--- src/rtl/router_pkg.sv ---
// router_pkg
//   Shared constants for the router datapath.
//   DATA_W       : byte width of the packet datapath.
//   ADDR_W       : width of the destination address field in the header.
//   ADDR_INVALID : address code that has no output port and is never latched.
package router_pkg;

    localparam int DATA_W = 8;
    localparam int ADDR_W = 2;
    localparam logic [ADDR_W-1:0] ADDR_INVALID = 2'b11;

endpackage

--- src/rtl/router_parity_chk.sv ---
// router_parity_chk
//   Running XOR parity of a packet, the received parity byte and the error flag.
//   Ports:
//     clock, resetn  : clock, asynchronous active-low reset
//     clr            : start of a new packet (decode-address)
//     hdr_load       : fold header_byte into the running parity
//     data_accum     : fold data_in into the running parity
//     pp_load        : capture data_in as the received parity byte
//     parity_done    : parity byte is in hand, err may be evaluated
//     header_byte    : latched header byte
//     data_in        : incoming packet byte
//     err            : running parity differs from received parity
module router_parity_chk
    import router_pkg::*;
(
    input  logic              clock,
    input  logic              resetn,
    input  logic              clr,
    input  logic              hdr_load,
    input  logic              data_accum,
    input  logic              pp_load,
    input  logic              parity_done,
    input  logic [DATA_W-1:0] header_byte,
    input  logic [DATA_W-1:0] data_in,
    output logic              err
);

    logic [DATA_W-1:0] internal_parity;
    logic [DATA_W-1:0] packet_parity;

    always_ff @(posedge clock or negedge resetn) begin
        if (!resetn) begin
            internal_parity <= '0;
        end else if (clr) begin
            internal_parity <= '0;
        end else if (hdr_load) begin
            internal_parity <= internal_parity ^ header_byte;
        end else if (data_accum) begin
            internal_parity <= internal_parity ^ data_in;
        end
    end

    always_ff @(posedge clock or negedge resetn) begin
        if (!resetn) begin
            packet_parity <= '0;
        end else if (clr) begin
            packet_parity <= '0;
        end else if (pp_load) begin
            packet_parity <= data_in;
        end
    end

    // err follows the comparison while parity_done is high, so it settles
    // one cycle after parity_done rises and then holds until the next packet.
    always_ff @(posedge clock or negedge resetn) begin
        if (!resetn) begin
            err <= 1'b0;
        end else if (clr) begin
            err <= 1'b0;
        end else if (parity_done) begin
            err <= (internal_parity != packet_parity);
        end
    end

endmodule

--- src/rtl/router_reg.sv ---
// router_reg
//   Datapath register stage of the 1x3 router. Latches the header, forwards
//   header/payload/parity bytes on dout, parks the byte that arrives while the
//   target FIFO is full and replays it afterwards, and reports parity status.
//   Ports:
//     clock, resetn     : clock, asynchronous active-low reset
//     pkt_valid         : high for header/payload bytes, low for the parity byte
//     data_in           : packet byte, header bits [1:0] = destination address
//     fifo_full         : selected output FIFO is full
//     detect_add, lfd_state, ld_state, laf_state, full_state, rst_int_reg
//                       : one-hot state strobes from the router control FSM
//     parity_done       : parity byte has been captured and forwarded
//     low_packet_valid  : pkt_valid fell during load-data
//     err               : parity mismatch for the completed packet
//     dout              : byte presented to the FIFO write port
//
//   Handshake: there is no valid/ready pair on this block. A byte on data_in
//   is consumed in the cycle the FSM strobe names it (lfd/ld/laf); fifo_full
//   acts as the not-ready and diverts the byte into the full-byte register.
//   dout is updated exactly one cycle after each consuming strobe and holds
//   otherwise.
module router_reg
    import router_pkg::*;
(
    input  logic              clock,
    input  logic              resetn,
    input  logic              pkt_valid,
    input  logic [DATA_W-1:0] data_in,
    input  logic              fifo_full,
    input  logic              detect_add,
    input  logic              lfd_state,
    input  logic              ld_state,
    input  logic              laf_state,
    input  logic              full_state,
    input  logic              rst_int_reg,
    output logic              parity_done,
    output logic              low_packet_valid,
    output logic              err,
    output logic [DATA_W-1:0] dout
);

    logic [DATA_W-1:0] header_reg;
    logic [DATA_W-1:0] full_reg;

    // Strobes are one-hot, but decode with fixed priority so an illegal
    // overlap still resolves deterministically.
    logic do_detect;
    logic do_lfd;
    logic do_ld;
    logic do_laf;

    assign do_detect = detect_add;
    assign do_lfd    = lfd_state & ~detect_add;
    assign do_ld     = ld_state  & ~detect_add & ~lfd_state;
    assign do_laf    = laf_state & ~detect_add & ~lfd_state & ~ld_state;

    always_ff @(posedge clock or negedge resetn) begin
        if (!resetn) begin
            header_reg <= '0;
        end else if (do_detect && pkt_valid && (data_in[ADDR_W-1:0] != ADDR_INVALID)) begin
            header_reg <= data_in;
        end
    end

    always_ff @(posedge clock or negedge resetn) begin
        if (!resetn) begin
            dout     <= '0;
            full_reg <= '0;
        end else if (do_lfd) begin
            dout <= header_reg;
        end else if (do_ld) begin
            if (fifo_full) begin
                full_reg <= data_in;
            end else begin
                dout <= data_in;
            end
        end else if (do_laf) begin
            dout <= full_reg;
        end
    end

    always_ff @(posedge clock or negedge resetn) begin
        if (!resetn) begin
            low_packet_valid <= 1'b0;
        end else if (rst_int_reg) begin
            low_packet_valid <= 1'b0;
        end else if (do_ld && !pkt_valid) begin
            low_packet_valid <= 1'b1;
        end
    end

    // A parity byte that met a full FIFO only counts as done once it has
    // been replayed from the full-byte register in load-after-full.
    always_ff @(posedge clock or negedge resetn) begin
        if (!resetn) begin
            parity_done <= 1'b0;
        end else if (do_detect) begin
            parity_done <= 1'b0;
        end else if ((do_ld && !fifo_full && !pkt_valid) ||
                     (do_laf && low_packet_valid && !parity_done)) begin
            parity_done <= 1'b1;
        end
    end

    // A diverted payload byte is accumulated in its load-data cycle; the
    // later replay is deliberately not folded in a second time.
    router_parity_chk u_parity_chk (
        .clock       (clock),
        .resetn      (resetn),
        .clr         (do_detect),
        .hdr_load    (do_lfd),
        .data_accum  (do_ld && pkt_valid && !full_state),
        .pp_load     (do_ld && !pkt_valid),
        .parity_done (parity_done),
        .header_byte (header_reg),
        .data_in     (data_in),
        .err         (err)
    );

endmodule

--- config.mk ---
export PLATFORM = sky130hd
export DESIGN_NAME = router_reg
export DESIGN_NICKNAME = d
export VERILOG_FILES = /design/src/rtl/router_pkg.sv /design/src/rtl/router_parity_chk.sv /design/src/rtl/router_reg.sv
export SDC_FILE = /design/constraint.sdc
export NUM_CORES = 1
export LEC_CHECK = 0
export ABC_AREA = 1
export CAP_MARGIN = 40
export CELL_PAD_IN_SITES_DETAIL_PLACEMENT = 0
export CELL_PAD_IN_SITES_GLOBAL_PLACEMENT = 1
export CORE_AREA = 5 5 78 80
export CTS_BUF_LIST = sky130_fd_sc_hd__clkbuf_4
export CTS_CLUSTER_SIZE = 24
export DETAILED_ROUTE_END_ITERATION = 10
export DIE_AREA = 0 0 83 85
export PLACE_DENSITY = 0.76
export SYNTH_ARGS = -nofsm -noshare
export SYNTH_HDL_FRONTEND = slang
export SYNTH_SLANG_ARGS = --single-unit
--- constraint.sdc ---
create_clock -name clock -period 1.2 [get_ports clock]
set_clock_uncertainty 0.05 [all_clocks]
set_input_delay 0.24 -clock clock [delete_from_list [all_inputs] [get_ports clock]]
set_output_delay 0.24 -clock clock [all_outputs]
set_load 0.05 [all_outputs]
==> metrics.md, run 1 <==
| Metric | Value |
|---|---|
| Status | `complete, but fails checks` |
| Failing checks | `setup timing` |
| Post-Synthesis Cells | `around 280` |
| Power consumption | `0.00381 W` |
| Synth Area in XOR/XNOR | `0.00818` |
| Critical path's top delay family | `flip-flops` |
| I/O Buffers | `28` |
| Hold depth | `3` |
| Clock Latency Late Sink | `around 360 ps` |
| Die span in x | `83 µm` |
| Met2 usage | `0.285` |
| Core area | `approximately 5300 µm²` |
| Hold WC Path Type | `input pin to register` |
| Flop2flop setup slack | `130 ps` |
| Sequential cell area | `1080 µm²` |
| FMAX | `about 780 MHz` |
| Buffer and inverter count on the worst path | `1` |
| Multi-input logic area | `941 µm²` |
| Synth Area in Compound Gates | `0.141` |
| Max stage delay on crit path | `roughly 460 ps` |
| Crit path from | `parity_done` |
| Final Util | `0.594` |
| PwrDens | `1200 nW/µm²` |
| Most frequent cells in the layout | `88 x nand2_1, 40 x dfrtp_1, 33 x buf_4` |
| Met1 Track Usage GR | `0.228` |
| Count of state elements after synthesis | `43` |
| Vias per cell | `4.70` |
| Via count | `roughly 2000` |
| CTS Sinks | `43` |
| Total die area | `7060 µm²` |
| Syn nets | `roughly 300` |
| Hold path startpoint | `detect_add` |
| Worst R2R Start | `u_parity_chk.internal_parity[7]` |
| Sequential fraction of the synthesis area | `0.502` |
| Largest net degree at the start of global routing | `44` |
| Final setup fails | `11` |
| Layout cells sized above 1 | `0.265` |
| First-pass GRT wire length | `slightly below 10000 µm` |
| H-tree depth | `2` |
| LEAKAGE | `1.58 nW` |
| Yosys warns | `0` |
| Cell taking the most area after synthesis | `dfrtp_1` |
| Antenna viol nets, final | `0` |
| Initial antenna violation count | `0` |
| Crit Path Class | `register to output port` |
| Gr ovfl total | `0` |
| Fin crit period | `between 1000 and 1500 ps` |
| Setup Total Neg Slack | `-438 ps` |
| Starting DRT DRC Count | `roughly 140` |
| Global route hottest layer | `met2` |
| Initial DRT Pass Iterations | `4` |
| Number of global-route vias before repair | `about 2000` |
| Clock Tree Root | `clkbuf_4` |
| Fillers | `~530` |
| Final Slew Violations | `0` |
| Worst setup margin | `-78.4 ps` |
| DP HPWL | `slightly above 4000 µm` |
| Hold Path Sink | `parity_done` |
| Post-Synth Simple-Gate Area | `0.262` |
| Reg2Reg Depth | `7` |
| Slew HR | `0.759` |
| I/O pin cnt | `29` |
| RSZ-0062 raised after global routing | `true` |
| Worst VDD drop | `between 0.0009 and 0.001 V` |
| Die height | `85 µm` |
| Gr usage total | `0.174` |
| Ant. Diodes | `0` |
| Critical path arrival | `990 ps` |
| Mapped cell area | `about 2100 µm²` |
| Clk slew on worst S/H paths | `140 ps` |
| Cell chain of the critical path | `buf_12` |
| Required @ worst endpoint | `910 ps` |
| Num rows | `27` |
| Num CTS Buffers | `5` |
| Clock Tree Buf Depth | `2` |
| Adder-Cell Fraction of Synth Area | `0` |
| Area growth, synth to finish | `48.0%` |
| Measured slew at the worst slew-check pin | `between 300 and 400 ps` |
| GRT met3 Usage | `0.0320` |
| Initial core utilization | `0.401` |
| Combinational family with the most area after synthesis | `simple AND/OR/NAND/NOR gates` |
| Max-Cap Viols | `0` |
| Largest cells by area after synthesis | `dfrtp_1 50%, nand2_1 16%, o21ai_0 7.7%, inv_1 5.8%, nor2_1 3.9%` |
| Pre-CTS WS | `-645 ps` |
| Routability cong. | `around 0.8` |
| Most common cell after layout, fill and taps aside | `nand2_1` |
| Critical Path Start Type | `register` |
| Syn avg cell area | `7.79 µm²` |
| Tcrit/Tclk final | `1.07` |
| Final nets | `roughly 370` |
| WL final | `about 5800 µm` |
| CP Max Fanout | `3` |
| RR Endpoint | `u_parity_chk.err` |
| CP Capture Type | `output port` |
| Routed wire length per instance | `roughly 14 µm` |
| DRC | `0` |
| Top cell type's share of synthesized area | `0.502` |
| Worst-path cell with the longest stage delay | `dfrtp_2` |
| Mux cell area share after synthesis | `0` |
| Final hold vios | `0` |
| CTS tree | `yes` |
| Synth unique cells | `23` |
[layout make-up]
| type | count | area share |
|---|---|---|
| clock buffers | 6 | 0.0142 |
| well taps | 72 | 0.0284 |
| repair buffers | 75 | 0.274 |
| inverters | 35 | 0.0422 |
| flip-flops and latches | 43 | 0.341 |
| multi-input cells | 190 | 0.297 |
| clock inverters | 2 | 0.00395 |
[power breakdown]
group,switching (W),leakage [nW],internal (W)
clock network,0.000496,0.0317,0.000249
logic,0.000663,1.00,0.000619
registers,0.000150,0.553,0.00164
total,0.00131,1.58,0.00250
[worst max-delay path by stage]
| stage | endpoint | slack [ps] | cells past startpoint |
|---|---|---|---|
| floorplan | header_reg[0] | 60 | 4 |
| global placement | u_parity_chk.internal_parity[4] | -630 | 8 |
| detailed placement | u_parity_chk.internal_parity[4] | -650 | 8 |
| CTS | parity_done | -90 | 1 |
| global route | parity_done | -120 | 1 |
| finish | parity_done | -80 | 1 |
[Yosys cell counts (all sizes together)]
master and number:
a31oi 1, xnor2 2, buf 6, clkbuf 1, o211ai 1, nand4 1
a21oi 10, nor2 25, inv 35, nand2 93, dfrtp 43, o22ai 6
nand3 14, o21ai 37
[metal layers]
| layer | wire, µm | share of wire |
|---|---|---|
| met1 | 2720 | 0.47 |
| met2 | 2780 | 0.48 |
| met3 | 153 | 0.026 |
| met4 | 155 | 0.027 |
| met5 | 0 | 0 |
[cells by family (layout without fill, tap and decap cells)]
group / count (synthesis) / in the layout
xor gates and xnor gates: 2 / 2
DFF: 43 / 43
and+or+nand+nor: 133 / 133
AOI/OAI and AO/OA: 55 / 55
buffers and inverters: 42 / 118
[timing repair]
action / in CTS / in global routing
setup buffers: 5 / 1
resized for setup: 14 / 26
pin swaps: 2 / 7
endpoints found under the setup margin: 53 / 21
hold buffers: 1 / 0
endpoints found under the hold margin: 43 / 0
cloned: 1 / 1
[stage by stage]
| step | std cells | hold slack (ps) | cell area, µm² |
|---|---|---|---|
| 2_1_floorplan | 275 | -106 | 2140 |
| 3_3_place_gp | 406 | 185 | 2900 |
| 3_5_place_dp | 406 | 187 | 2900 |
| 4_1_cts | 421 | 313 | 3060 |
| 5_1_grt | 423 | 186 | 3170 |
| 6_report | 423 | 180 | 3170 |
Note: power is estimated with default switching activity, not from simulation.
==> inputs of run 2 (changes only) <==
--- a/config.mk
+++ b/config.mk
@@ -9,12 +9,12 @@
 export CAP_MARGIN = 40
 export CELL_PAD_IN_SITES_DETAIL_PLACEMENT = 0
 export CELL_PAD_IN_SITES_GLOBAL_PLACEMENT = 1
-export CORE_AREA = 5 5 78 80
+export CORE_AREA = 5 5 79 81
 export CTS_BUF_LIST = sky130_fd_sc_hd__clkbuf_4
 export CTS_CLUSTER_SIZE = 24
 export DETAILED_ROUTE_END_ITERATION = 10
-export DIE_AREA = 0 0 83 85
-export PLACE_DENSITY = 0.76
+export DIE_AREA = 0 0 84 86
+export PLACE_DENSITY = 0.74
 export SYNTH_ARGS = -nofsm -noshare
 export SYNTH_HDL_FRONTEND = slang
 export SYNTH_SLANG_ARGS = --single-unit
==> constraint.sdc (replaced) <==
create_clock -name clock -period 1.6 [get_ports clock]
set_clock_uncertainty 0.05 [all_clocks]
set_input_delay 0.32 -clock clock [delete_from_list [all_inputs] [get_ports clock]]
set_output_delay 0.32 -clock clock [all_outputs]
set_load 0.05 [all_outputs]
==> run 2 against run 1 <==
Effect of this change: critical path type is now input pin to register; routed wire length is 12% lower; hold slack better by 230 ps; flip-flop and latch count stayed put; final area is 9.7% lower; power is 29% lower; sequential power is 26% lower; combinational power is 34% lower; die area is 2.4% higher; final cell count is 3.8% lower; first-iteration DRC count is 7.8% higher; sequential share of layout area is 3.5 points higher; via count is 5.4% lower; the run now ends clean.
==> metrics.md, run 2 (synthesis gave the netlist of run 1 again) <==
| Metric | Value |
|---|---|
| Status | `completed` |
| Clock Tree Root | `clkbuf_4` |
| First-pass GRT wire length | `~8900 µm` |
| DRC | `0` |
| Critical path arrival | `between 1500 and 2000 ps` |
| Vias per cell | `between 4 and 5` |
| I/O pin cnt | `29` |
| Initial core utilization | `0.396` |
| Num rows | `27` |
| DP HPWL | `3850 µm` |
| FMAX | `slightly below 700 MHz` |
| RSZ-0062 raised after global routing | `false` |
| Clock Latency Late Sink | `between 300 and 400 ps` |
| Power consumption | `roughly 0.0027 W` |
| Most common cell after layout, fill and taps aside | `nand2_1` |
| H-tree depth | `2` |
| Most frequent cells in the layout | `91 x nand2_1, 43 x dfrtp_1, 33 x inv_1, 33 x o21ai_0, 29 x buf_4` |
| LEAKAGE | `roughly 1.4 nW` |
| CP Max Fanout | `6` |
| Gr ovfl total | `0` |
| Final Slew Violations | `0` |
| Critical Path Start Type | `input pin` |
| Clock Tree Buf Depth | `2` |
| Num CTS Buffers | `5` |
| CTS tree | `yes` |
| Layout cells sized above 1 | `0.179` |
| Worst VDD drop | `around 0.00044 V` |
| Area growth, synth to finish | `33.7%` |
| CTS Sinks | `43` |
| Core area | `5410 µm²` |
| Slew HR | `0.715` |
| CP Capture Type | `register` |
| Final setup fails | `0` |
| Min Hold Slack | `between 400 and 500 ps` |
| Post-CTS setup buffers | `0` |
| Required @ worst endpoint | `between 1500 and 2000 ps` |
| Clk slew on worst S/H paths | `140 ps` |
| Die span in x | `84 µm` |
| WL final | `5100 µm` |
| I/O Buffers | `28` |
| Total die area | `just over 7000 µm²` |
| Initial antenna violation count | `0` |
| Largest net degree at the start of global routing | `44` |
| Routed wire length per instance | `12.5 µm` |
| Fin crit period | `roughly 1500 ps` |
| Antenna viol nets, final | `0` |
| Gr usage total | `0.155` |
| Hold WC Path Type | `input pin to asynchronous set/reset pin` |
| Starting DRT DRC Count | `152` |
| Fillers | `between 500 and 600` |
| Final hold vios | `0` |
| PwrDens | `939 nW/µm²` |
| Ant. Diodes | `0` |
| Via count | `around 1900` |
| Number of global-route vias before repair | `~1900` |
| Tcrit/Tclk final | `0.913` |
| Measured slew at the worst slew-check pin | `between 400 and 500 ps` |
| Routability cong. | `between 0.7 and 0.8` |
| Crit Path Class | `input pin to register` |
| Final nets | `between 300 and 400` |
| Die height | `between 80 and 90 µm` |
| Max-Cap Viols | `0` |
| Initial DRT Pass Iterations | `4` |
## run 2: cell count changes in the layout (fill, tap and decap cells not counted), moves of 5 or more
cell,delta
a21oi_1,+5
o21ai_0,+9
buf_6,-5
buf_12,-5
o21ai_1,-7
## run 2: report_power, final
group / internal (W) / total [W] / switching, W / leakage, nW
logic: 0.000391 / 0.000841 / 0.000450 / 0.855
clock network: 0.000164 / 0.000514 / 0.000350 / 0.0347
registers: 0.00123 / 0.00133 / 0.000109 / 0.557
total: 0.00178 / 0.00269 / 0.000909 / 1.45
## run 2: critical path, cell delays in order
cell and delay (ps):
clkdlybuf4s50_1 540, nor2_4 230, nand2_4 80, nor2_4 90, inv_1 70, nand2_1 200
o22ai_1 110
## run 2: cell type report
cell class	instances	area, µm²	share of cell area
Tap cell	72	90.1	0.0315
Timing Repair Buffer	59	633	0.221
Multi-Input combinational cell	190	881	0.308
Sequential cell	43	1080	0.376
Inverter	35	131	0.0459
Clock buffer	5	37.5	0.0131
Clock inverter	3	15.0	0.00524
## run 2: timing repair
item | CTS | global route
resized for setup | 0 | 0
hold endpoints to repair | 43 | 0
hold buffers | 1 | 0
## run 2: path summary, 6_finish.rpt
path / from / endpoint / slack (ps) / depth (start not counted)
max in group asynchronous: resetn / header_reg[3] / 880 / 3
hold reg to reg: full_reg[7] / full_reg[7] / 450 / 2
setup reg to reg: u_parity_chk.internal_parity[0] / u_parity_chk.err / 540 / 7
hold / removal: resetn / u_parity_chk.internal_parity[6] / 410 / 3
setup / recovery: detect_add / u_parity_chk.packet_parity[3] / 140 / 7
min in group clock: rst_int_reg / low_packet_valid / 420 / 2
## run 2: through the flow
stage                     worst slack, ps  cells  area [µm²]   util  setup TNS, ps
after floorplan                       376    275        2140      -              0
after global placement               -206    398        2800  0.518          -6000
after detailed placement             -229    398        2800  0.518          -6680
after CTS                             157    407        2860  0.530              0
after global routing                 2.23    407        2860  0.530              0
final                                 139    407        2860  0.530              0
## run 2: layer usage
layer,global-route usage,vias to the layer above,share of wire
li1,-,993,-
met1,0.206,847,0.47
met2,0.253,33,0.47
met3,0.0384,5,0.039
met4,0.0439,0,0.013
met5,0,-,0
